[src/rtl/pll_rst_pkg.sv]
// Shared state encoding and sizing helpers for the PLL reset sequencer.
// Pure declarations; no logic, no latency, no flow control.
package pll_rst_pkg;

  localparam int STATE_W = 3;

  typedef enum logic [STATE_W-1:0] {
    HOLD_RST  = 3'd0,
    WAIT_LOCK = 3'd1,
    STABLE    = 3'd2,
    RUN       = 3'd3,
    FAULT     = 3'd4
  } state_e;

  function automatic int max3(input int a, input int b, input int c);
    int m;
    m = (a > b) ? a : b;
    return (m > c) ? m : c;
  endfunction

endpackage

[src/rtl/bit_sync.sv]
// Single-bit multi-flop synchronizer, async active-low reset to 0.
// Latency STAGES clk edges; no flow control.
module bit_sync #(
  parameter int STAGES = 2
) (
  input  logic clk,
  input  logic rst_n,
  input  logic d,
  output logic q
);

  logic [STAGES-1:0] sync_q;
  logic [STAGES-1:0] sync_d;

  always_comb begin
    sync_d = {sync_q[STAGES-2:0], d};
  end

  always_ff @(posedge clk or negedge rst_n) begin
    if (!rst_n) begin
      sync_q <= '0;
    end else begin
      sync_q <= sync_d;
    end
  end

  assign q = sync_q[STAGES-1];

endmodule

[src/rtl/pll_reset_controller.sv]
// PLL reset sequencer: pulse pll_rst, wait for lock, qualify it, then release sys_rst_n.
// Outputs registered from next state (1 refclk of latency); no flow control.
module pll_reset_controller
  import pll_rst_pkg::*;
#(
  parameter int  RST_HOLD_CYCLES    = 16,
  parameter int  LOCK_TIMEOUT       = 50000,
  parameter int  LOCK_STABLE_CYCLES = 1024,
  parameter int  MAX_RETRIES        = 3,
  parameter int  SYNC_STAGES        = 2,
  localparam int RW                 = $clog2(MAX_RETRIES + 1)
) (
  input  logic          refclk,
  input  logic          rst,
  input  logic          pll_locked,
  input  logic          force_relock,
  output logic          pll_rst,
  output logic          sys_rst_n,
  output logic          ready,
  output logic          fault,
  output logic [RW-1:0] retry_cnt,
  output logic [7:0]    relock_count
);

  localparam int TMAX = max3(RST_HOLD_CYCLES, LOCK_TIMEOUT, LOCK_STABLE_CYCLES);
  localparam int TW   = (TMAX > 1) ? $clog2(TMAX) : 1;

  localparam logic [TW-1:0] HOLD_LAST   = TW'(RST_HOLD_CYCLES - 1);
  localparam logic [TW-1:0] WAIT_LAST   = TW'(LOCK_TIMEOUT - 1);
  localparam logic [TW-1:0] STABLE_LAST = TW'(LOCK_STABLE_CYCLES - 1);
  localparam logic [RW-1:0] RETRY_MAX   = RW'(MAX_RETRIES);

  logic locked_s;

  bit_sync #(
    .STAGES(SYNC_STAGES)
  ) u_lock_sync (
    .clk  (refclk),
    .rst_n(rst),
    .d    (pll_locked),
    .q    (locked_s)
  );

  state_e          state_q,     state_d;
  logic [TW-1:0]   timer_q,     timer_d;
  logic [RW-1:0]   retry_q,     retry_d;
  logic [7:0]      relock_q,    relock_d;
  logic            pll_rst_q,   pll_rst_d;
  logic            sys_rst_n_q, sys_rst_n_d;
  logic            ready_q,     ready_d;
  logic            fault_q,     fault_d;

  always_comb begin
    state_d  = state_q;
    timer_d  = timer_q;
    retry_d  = retry_q;
    relock_d = relock_q;

    if (force_relock) begin
      state_d = HOLD_RST;
      retry_d = '0;
    end else begin
      case (state_q)
        HOLD_RST: begin
          if (timer_q == HOLD_LAST) state_d = WAIT_LOCK;
        end
        WAIT_LOCK: begin
          if (locked_s) begin
            state_d = STABLE;
          end else if (timer_q == WAIT_LAST) begin
            if (retry_q == RETRY_MAX) begin
              state_d = FAULT;
            end else begin
              state_d = HOLD_RST;
              retry_d = retry_q + RW'(1);
            end
          end
        end
        STABLE: begin
          // A lost lock here just restarts the lock wait; the retry budget is untouched.
          if (!locked_s)                    state_d = WAIT_LOCK;
          else if (timer_q == STABLE_LAST)  state_d = RUN;
        end
        RUN: begin
          if (!locked_s) begin
            state_d = HOLD_RST;
            if (relock_q != 8'hFF) relock_d = relock_q + 8'd1;
          end
        end
        FAULT:   state_d = FAULT;
        default: state_d = HOLD_RST;
      endcase
    end

    if (state_d == RUN) retry_d = '0;

    // Timer only runs in the timed states, so it can never wrap.
    if (force_relock || (state_d != state_q)) begin
      timer_d = '0;
    end else if ((state_q == HOLD_RST) || (state_q == WAIT_LOCK) || (state_q == STABLE)) begin
      timer_d = timer_q + TW'(1);
    end

    pll_rst_d   = (state_d == HOLD_RST) || (state_d == FAULT);
    sys_rst_n_d = (state_d == RUN);
    ready_d     = (state_d == RUN);
    fault_d     = (state_d == FAULT);
  end

  always_ff @(posedge refclk or negedge rst) begin
    if (!rst) begin
      state_q     <= HOLD_RST;
      timer_q     <= '0;
      retry_q     <= '0;
      relock_q    <= '0;
      pll_rst_q   <= 1'b1;
      sys_rst_n_q <= 1'b0;
      ready_q     <= 1'b0;
      fault_q     <= 1'b0;
    end else begin
      state_q     <= state_d;
      timer_q     <= timer_d;
      retry_q     <= retry_d;
      relock_q    <= relock_d;
      pll_rst_q   <= pll_rst_d;
      sys_rst_n_q <= sys_rst_n_d;
      ready_q     <= ready_d;
      fault_q     <= fault_d;
    end
  end

  assign pll_rst      = pll_rst_q;
  assign sys_rst_n    = sys_rst_n_q;
  assign ready        = ready_q;
  assign fault        = fault_q;
  assign retry_cnt    = retry_q;
  assign relock_count = relock_q;

endmodule

[config.mk]
export PLATFORM = sky130hd
export DESIGN_NAME = pll_reset_controller
export DESIGN_NICKNAME = d
export VERILOG_FILES = /design/src/rtl/pll_rst_pkg.sv /design/src/rtl/bit_sync.sv /design/src/rtl/pll_reset_controller.sv
export SDC_FILE = /design/constraint.sdc
export NUM_CORES = 1
export LEC_CHECK = 0
export CAP_MARGIN = 10
export CELL_PAD_IN_SITES_DETAIL_PLACEMENT = 0
export CELL_PAD_IN_SITES_GLOBAL_PLACEMENT = 2
export CORE_ASPECT_RATIO = 0.8
export CORE_UTILIZATION = 40
export CTS_CLUSTER_DIAMETER = 150
export DETAILED_ROUTE_END_ITERATION = 6
export GPL_TIMING_DRIVEN = 0
export HOLD_SLACK_MARGIN = 0.12
export PLACE_DENSITY = 0.84
export SKIP_LAST_GASP = 1
export SYNTH_ARGS = -nofsm -noshare
export SYNTH_HDL_FRONTEND = slang
export SYNTH_SLANG_ARGS = --single-unit
[constraint.sdc]
create_clock -name refclk -period 2.9 [get_ports refclk]
set_clock_uncertainty 0.15 [all_clocks]
set_input_delay 0.29 -clock refclk [delete_from_list [all_inputs] [get_ports refclk]]
set_output_delay 0.29 -clock refclk [all_outputs]
set_load 0.03 [all_outputs]
; ---- Word-level counts from Yosys, hierarchy flattened
; Index checks and enable logic that the tools add are counted.
[classes]
n_addsub = 3
n_eq_ne = 14
muxes = 17
bitwise_logic = 2
reduce_logical = 11
[op_table]
columns = operator, count
row1 = $mux 16, 2
row2 = $mux 3, 8
row3 = $add 16x1->16 const B, 1
row4 = $eq 16x10->1 const B, 1
row5 = $eq 16x16->1 const B, 1
row6 = $eq 16x4->1 const B, 1
row7 = $pmux 3 s5, 1
row8 = $mux 2, 6
row9 = $eq 3x2->1 const B, 3
row10 = $add 8x1->8 const B, 1
row11 = $ne 8x8->1 const B, 1
row12 = $reduce_and 4->1, 2
row13 = $eq 3x3->1 const B, 2
row14 = $logic_not 3->1, 2
row15 = $ne 3x3->1 const B, 2
row16 = $reduce_bool 3->1, 2
row17 = $logic_or 1x1->1, 4
row18 = $eq 3x1->1 const B, 1
row19 = $ne 3x3->1, 1
row20 = $add 2x1->2 const B, 1
row21 = $eq 2x2->1 const B, 1
row22 = $not 1->1, 2
row23 = $reduce_bool 2->1, 1
[word_totals]
register_bits = 34
in_bits = 4
out_inout_bits = 14
elab_cells = 55

; ---- Logic depth before layout (Yosys ltp)
; Gate-level depths: netlist of run 1.
[depth]
ltp_word = 9
depth_mapped = 7
mapped_depth_nobuf = 6

; ---- Modules after synthesis
; From an unflattened synthesis of run 1, not the netlist that was laid out.
[unflattened]
cells_unflattened = 165
area_unflattened_um2 = 1769.2
[modules_own_cells]
columns = module, n_inst, cells_each, area_each_um2, seq_area_each_um2
row1 = pll_reset_controller, 1, 163, 1719.1, 802.0
row2 = bit_sync, 1, 2, 50.0, 50.0

; ---- Worst setup path before layout of run 1
; OpenSTA, ideal clock, no wires.
[synth_path]
kind = flip-flop to flip-flop
start = register state_q[2]
end = register timer_q[10]
setup_time_ns = 0.134
arrival_time_ns = 1.600
required_time_ns = 2.616
setup_slack_ns = 1.016
path_stages_with_launch = 8
path_buffers = 2
period_less_slack_ns = 1.884
path_cell_list = dfrtp_1 buf_6 or4b_4 nor2_1 nand3_2 nand3_4 buf_6 a211oi_2
[synth_via]
elab_chain_cells = 7
word_cells_on_any_way = 19
classes_between = eq/ne: 5 / mux: 9 / reduce/logical: 5
[synth_lines]
columns = item, line_no
row1 = "start, declared", pll_reset_controller.sv:44  ; state_e state_q, state_d;
row2 = "start signal, assigned", pll_reset_controller.sv:121  ; state_q <= state_d;
row3 = $mux 3 (on tied branches), "pll_reset_controller.sv:82, pll_reset_controller.sv:70"
row4 = $mux 3 (on tied branches), "pll_reset_controller.sv:81, pll_reset_controller.sv:68"
row5 = $pmux 3 s5, pll_reset_controller.sv:63  ; case (state_q)
row6 = $mux 3, pll_reset_controller.sv:59  ; if (force_relock) begin
row7 = $ne 3x3->1, pll_reset_controller.sv:98  ; if (force_relock || (state_d != state_q)) begin
row8 = $logic_or 1x1->1, pll_reset_controller.sv:98
row9 = $mux 16 or $reduce_bool 2->1 (tied branches), -
row10 = "end signal, assigned", pll_reset_controller.sv:122  ; timer_q <= timer_d;
row11 = "end, declared", pll_reset_controller.sv:45  ; logic [TW-1:0] timer_q, timer_d;
; Several ways; a longest one is shown, not always the timed one.
; A chain may end at the register's enable or synchronous reset.

; ---- Worst setup path after layout of run 1
[layout_path]
start = register timer_q[0]
end = register timer_q[4]
[layout_via]
elab_chain_cells = 8
word_cells_on_any_way = 16
classes_between = add/sub: 1 / eq/ne: 4 / mux: 9 / reduce/logical: 2
[layout_lines]
columns = item, line_no
row1 = $eq 16x10->1 or $eq 16x16->1 (tied branches), "pll_reset_controller.sv:82, pll_reset_controller.sv:70"
row2 = $mux 3 (on tied branches), "pll_reset_controller.sv:82, pll_reset_controller.sv:70"
row3 = $mux 3 (on tied branches), "pll_reset_controller.sv:81, pll_reset_controller.sv:68"
row4 = $pmux 3 s5, pll_reset_controller.sv:63
row5 = $mux 3, pll_reset_controller.sv:59
row6 = $ne 3x3->1, pll_reset_controller.sv:98
row7 = $logic_or 1x1->1, pll_reset_controller.sv:98
row8 = $mux 16 or $reduce_bool 2->1 (tied branches), -
; Several ways; a longest one is shown, not always the timed one. The select of a mux whose other input is x is not followed.

==> results of run 1 <==
-- per-layer routing --
metal	GRT usage	wire length, um	vias up
met1	0.2547	1909	682
met3	0.03942	134	5
met4	0.06019	35	0
met5	0	0	-
li1	-	-	655
met2	0.2566	1747	25
-- path summary, 6_finish.rpt --
check | from | end | cells past startpoint | slack [ns]
hold reg to reg | u_lock_sync.sync_q[0]$_DFF_PN0_ | u_lock_sync.sync_q[1]$_DFF_PN0_ | 0 | 0.21
hold / removal | u_lock_sync.sync_q[0]$_DFF_PN0_ | u_lock_sync.sync_q[1]$_DFF_PN0_ | 0 | 0.21
max in group asynchronous | rst | timer_q[6]$_DFFE_PN0P_ | 2 | 1.65
setup / recovery | timer_q[0]$_DFFE_PN0P_ | timer_q[4]$_DFFE_PN0P_ | 7 | 0.76
min in group asynchronous | rst | ready$_DFF_PN0_ | 2 | 0.47
setup reg to reg | timer_q[0]$_DFFE_PN0P_ | timer_q[4]$_DFFE_PN0P_ | 7 | 0.76
-- critical path: cells and delay by family, from the launching register on --
family	cells	cell delay [ns]
buffers and inverters	1	0.33
AO/OA/AOI/OAI	2	0.35
flip-flops	1	0.38
adder cells (fa/ha/maj)	1	0.18
AND/OR/NAND/NOR	3	0.62
-- report_power, final --
part / switching, W / internal [W] / total, W
Combinational: 0.0000214 / 0.0000111 / 0.0000325
Clock: 0.000167 / 0.000240 / 0.000407
Sequential: 0.00000424 / 0.000479 / 0.000483
-- synthesized netlist by cell type --
library cell / n / area [um2]
o21ai_2: 1 / 8.760
nor4_1: 1 / 6.260
nor3_1: 4 / 20.02
nand4_1: 9 / 56.30
mux2i_1: 2 / 20.02
dfstp_2: 1 / 26.28
nand3_1: 6 / 30.03
xor2_1: 11 / 96.34
nand3_4: 1 / 17.52
and4bb_2: 1 / 12.51
xnor2_1: 13 / 113.9
a211oi_2: 11 / 137.6
dfrtp_1: 33 / 825.8
a21oi_1: 3 / 15.01
nand3_2: 1 / 10.01
nand3b_1: 1 / 7.510
nand2_1: 10 / 37.54
ha_1: 3 / 37.54
nor2_1: 15 / 56.30
and4_2: 2 / 20.02
o21ai_0: 3 / 15.01
o21a_1: 2 / 15.01
and4_1: 1 / 8.760
buf_4: 2 / 15.01
inv_1: 4 / 15.01
a21oi_2: 2 / 17.52
o211a_1: 1 / 10.01
or2_2: 1 / 6.260
buf_2: 2 / 10.01
nand4b_1: 1 / 8.760
buf_6: 3 / 33.78
and3_1: 6 / 37.54
or4b_4: 1 / 13.76
mux2_2: 1 / 11.26
nor3b_1: 1 / 7.510
o221ai_2: 1 / 15.01
a211oi_1: 3 / 22.52
and2_1: 4 / 25.02
-- layout make-up --
cell class / instances / share of cell area
buffer: 7 / 0.02673
multi-input combinational: 123 / 0.4170
inverter: 4 / 0.006826
sequential: 34 / 0.3874
timing repair buffer: 18 / 0.07964
clock buffer: 8 / 0.05006
tap: 57 / 0.03242
-- metrics by stage --
stage                     instance area (um2)  total power [W]  hold WS [ns]  worst slack [ns]
after floorplan                          1843        0.0005061       -0.1556             1.016
after global placement                   2085        0.0005240        0.1855            0.7021
after detailed placement                 2079        0.0005246        0.1965            0.7701
after CTS                                2200        0.0009339        0.2118            0.7670
after global routing                     2200        0.0009646        0.2155            0.5932
final                                    2200        0.0009230        0.2068            0.7576
-- layout by cell type (no fill, tap or decap), types with 2 or more instances in the layout --
master / n
nor2_1: 15
mux2i_1: 2
a211oi_2: 11
nand2_1: 10
nand4_1: 9
dfrtp_1: 33
nor3_1: 4
buf_4: 2
xor2_1: 11
o21ai_0: 3
and3_1: 6
o21a_1: 2
a21oi_1: 3
and4_2: 2
and2_1: 4
nand3_1: 6
a211oi_1: 3
a21oi_2: 2
ha_1: 3
xnor2_1: 13
inv_1: 4
clkbuf_8: 8
buf_6: 3
buf_2: 3
clkdlybuf4s50_1: 16
-- sequential cells by signal, summed over array words and instances, names as in the netlist --
signal and count:
pll_rst 1, relock_count 8, ready 1, retry_cnt 2
state_q 3, u_lock_sync.sync_q 2, fault 1, timer_q 16
-- kinds of logic (layout without fill, tap and decap cells) --
| kind of cell | count (synthesis) | after routing | synth area share |
|---|---|---|---|
| adder cells (fa/ha/maj) | 3 | 3 | 0.02037 |
| AO/OA/AOI/OAI | 27 | 27 | 0.1392 |
| buffers and inverters | 11 | 37 | 0.04005 |
| AND/OR/NAND/NOR | 66 | 66 | 0.2071 |
| XOR/XNOR | 24 | 24 | 0.1141 |
| multiplexers | 3 | 3 | 0.01697 |
| flip-flops | 34 | 34 | 0.4623 |
-- timing repair --
action                                 in CTS  in global routing
hold buffers                                1                  0
buffers inserted                            0                  0
resized for setup                           0                  0
endpoints found under the hold margin      33                  0
==> reports/results.tsv, run 1 <==
stage	metric	value	unit
outcome	status	completed	
finish	proportion of layout cells with a drive suffix above 1	0.2062	
global_route	vias in the first global route	1390	
die	Ports	18	
critical_path	CP max stage delay	0.38	ns
job	max_cap viols	0	
routing	Detailed Route WL	3.826	mm
sta	Final Critical Period	2.142	ns
global_route	first-pass GRT wire length	6.603	mm
critical_path	Critical Path, Cell by Cell	ha_1 > and3_1 > nand3_1 > o21a_1 > nand3b_1 > buf_2 > a211oi_2	
sta	setup violation total in the final timing report	0	
critical_path	crit path kind	flop to flop	
routing	Iter 0 DRT Violations	66	
cts	clk slew on worst S/H paths	0.07	ns
cts	CTS Buf Count	5	
synth	Post-Syn Area	1843	um2
pwr	leakage	0.9396	nW
die	Die X	77.89	um
cts	CTS H-tree lvls	2	
critical_path	maximum net fanout on the critical path	10	
synth	Syn. warnings	0	
finish	non-filler cells, final	251	
critical_path	slowest stage cell, crit path	dfrtp_1	
cts	CTS Root Cell	clkbuf_8	
routing	Via density	5.446	
global_route	Total GRT Usage	0.1753	
die	die area	4884	um2
synth	Post-Syn Area per Cell	10.97	um2
synth	net count after synthesis	175	
global_route	largest net degree at the start of global routing	35	
pwr	worst vdd ir	0.3009	mV
sta	Rel. slew slack	0.4999	
finish	Finished Core Util	0.5105	
global_route	grt ovf	0	
sta	worst slew pin tran	0.7502	ns
die	Core Box Area	4309	um2
die	Starting Density	0.4277	
critical_path	CP required	2.90	ns
place	Post-Place Cells	242	
sta	Max Clk Rate	466.8	MHz
synth	Mapped Cells	168	
routing	1st-pass router iterations	4	
synth	number of distinct library cells after synthesis	38	
cts	TritonCTS clock tree	built	
routing	post-detailed-route wirelength per cell	15.24	um
sta	Final Hold Vio Count	0	
critical_path	crit end category	flop	
sta	final setup TNS	0	ns
place	post-detail-place hpwl	2.746	mm
finish	area occupied by multi-input gates	917.1	um2
sta	RSZ-0062 raised after global routing	false	
synth	Yosys reg bits	34	
place	Placer Congestion	0.7651	
cts	Clock Tree Buf Depth	2	
global_route	initial antenna violation count	0	
sta	max-slew violation count	0	
finish	Sequential Area	852.1	um2
pwr	Power Dens Cells	419.6	nW/um2
finish	# diodes	0	
routing	Detail Route Antenna Nets	0	
synth	register area share after synthesis	0.4623	
finish	fill count	390	
sta	part of the cycle the worst path needs	0.7388	
cts	Num Clock Sinks	34	
die	Rows	21	
critical_path	crit path DAT	2.14	ns
min_path	class of the worst hold path	flop to flop	
die	Die Y	62.71	um
place	PortBufs	17	
cts	Clock Latency Late Sink	0.28	ns
routing	DRC Markers	0	
finish	area growth from synthesis to layout	19.35	%
routing	total number of vias	1367	
finish	count of nets after finishing	200	
critical_path	type of origin of the critical path	flop	
No activity file was read; power rests on OpenSTA's default activity.
==> run 2, diff against run 1 <==
--- a/config.mk
+++ b/config.mk
@@ -9,12 +9,12 @@
 export CELL_PAD_IN_SITES_DETAIL_PLACEMENT = 0
 export CELL_PAD_IN_SITES_GLOBAL_PLACEMENT = 2
 export CORE_ASPECT_RATIO = 0.8
-export CORE_UTILIZATION = 40
+export CORE_UTILIZATION = 34
 export CTS_CLUSTER_DIAMETER = 150
 export DETAILED_ROUTE_END_ITERATION = 6
 export GPL_TIMING_DRIVEN = 0
 export HOLD_SLACK_MARGIN = 0.12
-export PLACE_DENSITY = 0.84
+export PLACE_DENSITY = 0.77
 export SKIP_LAST_GASP = 1
 export SYNTH_ARGS = -nofsm -noshare
 export SYNTH_HDL_FRONTEND = slang
==> constraint.sdc (replaced) <==
create_clock -name refclk -period 1.75 [get_ports refclk]
set_clock_uncertainty 0.15 [all_clocks]
set_input_delay 0.175 -clock refclk [delete_from_list [all_inputs] [get_ports refclk]]
set_output_delay 0.175 -clock refclk [all_outputs]
set_load 0.03 [all_outputs]
==> run 2 against run 1 <==
The run now ends with DRC, setup timing left. Total power rose by 61%. Sequential power rose by 66%. Flip-flop and latch count did not move. Critical path depth fell by 2. Critical path type unchanged. Critical endpoint is now timer_q[6]$_DFFE_PN0P_.
==> reports/results.tsv, run 2 (synthesis gave the netlist of run 1 again) <==
stage	metric	value	unit	change
outcome	status	finished, violations left		
outcome	violated checks	DRC, setup timing		
critical_path	crit end category	flop		
sta	max-slew violation count	0		unchanged
critical_path	Worst Path Buf+Inv	1		unchanged
cts	CTS Buf Count	5		unchanged
place	post-detail-place hpwl	2.795	mm	+1.8%
cts	Clock Latency Late Sink	0.28	ns	about the same
critical_path	crit path DAT	1.98	ns	-0.16 ns
place	PortBufs	17		unchanged
global_route	met1 usage	0.2162		-0.03843
routing	Via density	5.134		-5.7%
min_path	class of the worst hold path	input pin to flop		
pwr	Final Total Pwr	0.001484	W	+61%
critical_path	crit path kind	flop to flop		
global_route	met3 usage	0.04101		+0.001597
critical_path	slowest stage cell, crit path	or4b_4		
critical_path	Top delay family on crit path	simple AND/OR/NAND/NOR gates		
critical_path	crit path capture	timer_q[6]$_DFFE_PN0P_		
sta	part of the cycle the worst path needs	1.104		+0.3654
global_route	vias in the first global route	1462		+5.2%
routing	1st-pass router iterations	6		+2
global_route	grt ovf	0		unchanged
finish	# diodes	0		unchanged
global_route	Total GRT Usage	0.1653		-0.01004
finish	count of nets after finishing	227		+14%
sta	setup violation total in the final timing report	25		+25
finish	Largest Register	timer_q		
place	dpl ws	-0.2730	ns	-1.043 ns
finish	Post-Layout Inst Area	2615	um2	+19%
die	Core Box Area	5122	um2	+19%
global_route	most used routing layer in global routing	met2		
global_route	initial antenna violation count	0		unchanged
die	Die X	84.32	um	+8.2%
critical_path	CP required	1.80	ns	-1.10 ns
place	Placer Congestion	0.7544		-1.4%
finish	Finished Core Util	0.5105		about the same
critical_path	R2R setup slack	-0.18	ns	-0.94 ns
cts	Num Clock Sinks	34		unchanged
die	Ports	18		unchanged
finish	most common cell after layout, fill and taps aside	dfrtp_1		
sta	PnR worst setup slack	-0.1823	ns	-0.9399 ns
sta	Max Clk Rate	517.5	MHz	+11%
global_route	largest net degree at the start of global routing	35		unchanged
routing	Detailed Route WL	4.321	mm	+13%
finish	area growth from synthesis to layout	41.89	%	
critical_path	reg2reg start	u_lock_sync.sync_q[1]$_DFF_PN0_		
critical_path	WP depth	5		-2
place	Post-DP Area	2105	um2	+1.2%
critical_path	maximum net fanout on the critical path	6		-4
die	Die Y	67.85	um	+8.2%
critical_path	worst r2r dst	timer_q[6]$_DFFE_PN0P_		
job	max_cap viols	0		unchanged
sta	Hold Slack	0.1981	ns	-0.008729 ns
routing	Detail Route Antenna Nets	0		unchanged
critical_path	worst r2r path cells	5		-2
cts	CTS Root Cell	clkbuf_8		
finish	proportion of layout cells with a drive suffix above 1	0.4072		+0.2011
critical_path	type of origin of the critical path	flop		
cts	TritonCTS clock tree	built		
cts	clk slew on worst S/H paths	0.07	ns	about the same
die	Starting Density	0.3598		-0.06791
sta	Rel. slew slack	0.4956		-0.004273
finish	commonest cells after routing, fill and taps aside	26 x dfrtp_1, 21 x buf_4, 13 x a211oi_2, 13 x xnor2_1, 11 x xor2_1		
finish	max reg flops	16		unchanged
critical_path	crit path launch	u_lock_sync.sync_q[1]$_DFF_PN0_		
pwr	worst vdd ir	0.3674	mV	+22%
global_route	GR Util met2	0.2654		+0.008732
die	die area	5721	um2	+17%
routing	post-detailed-route wirelength per cell	15.27	um	+0.17%
critical_path	Critical Path, Cell by Cell	or4b_4 > a21oi_4 > o21ai_4 > buf_6 > a211oi_2		
sta	Final Critical Period	1.932	ns	-0.2101 ns
cts	Clock Tree Buf Depth	2		unchanged
sta	RSZ-0062 raised after global routing	true		
cts	CTS H-tree lvls	2		unchanged
pwr	Power Dens Cells	567.6	nW/um2	+35%
die	Rows	23		+9.5%
pwr	leakage	1.144	nW	+22%
critical_path	CP max stage delay	0.61	ns	+0.23 ns
sta	worst slew pin tran	0.7566	ns	+0.006410 ns
routing	total number of vias	1453		+6.3%
routing	DRC Markers	5		+5
routing	Iter 0 DRT Violations	61		-7.6%
global_route	first-pass GRT wire length	7.176	mm	+8.7%
sta	Final Hold Vio Count	0		unchanged
[run 2: cell types whose count changed in the layout (fill, tap and decap cells not counted), sizes merged]
cell and change:
clkdlybuf4s50 -6, dlymetal6s2s +3, clkbuf -1, buf +27
dlygate4sd2 +3, clkinv +1
[run 2: how the worst min path moves through the flow]
stage | startpoint | end | slack, ns | cells after the start
floorplan | rst | fault$_DFF_PN0_ | -0.27 | 0
global placement | u_lock_sync.sync_q[0]$_DFF_PN0_ | u_lock_sync.sync_q[1]$_DFF_PN0_ | 0.19 | 0
global route | pll_locked | u_lock_sync.sync_q[0]$_DFF_PN0_ | 0.19 | 1
detailed placement | rst | state_q[1]$_DFF_PN0_ | 0.14 | 1
CTS | pll_locked | u_lock_sync.sync_q[0]$_DFF_PN0_ | 0.19 | 1
finish | pll_locked | u_lock_sync.sync_q[0]$_DFF_PN0_ | 0.20 | 1
[run 2: cell type report]
type,instances,area (um2)
Fill cell,447,2507
Multi-Input combinational cell,123,1057
Tap cell,62,77.57
Inverter,4,15.01
Timing Repair Buffer,46,449.2
Sequential cell,34,860.8
Buffer,6,63.81
Clock buffer,7,86.33
Clock inverter,1,5.005
[run 2: metal layers]
metal  up-vias  wire, um
met4         0        42
met3         5       131
met1       719      2205
met5         -         0
li1        707         -
met2        22      1941
[run 2: what timing repair did]
action	CTS	global route
buffers inserted	14	13
hold endpoints to repair	33	0
setup endpoints to repair	27	29
gates resized for setup	31	21
gates cloned	2	0
hold buffers	1	0
pin swaps	11	16
[run 2: per-stage QoR]
step / cells / setup TNS, ns
global placement: 247 / -15.52
CTS: 272 / -2.932
finish: 283 / -2.495
floorplan: 168 / -1.011
global route: 283 / -4.333
detailed placement: 247 / -5.166
[run 2: power by group]
part | internal (W) | total [W] | switching (W)
Sequential | 0.000794 | 0.000801 | 0.00000700
Combinational | 0.0000399 | 0.0000864 | 0.0000466
Clock | 0.000317 | 0.000597 | 0.000279
Total | 0.00115 | 0.00148 | 0.000333
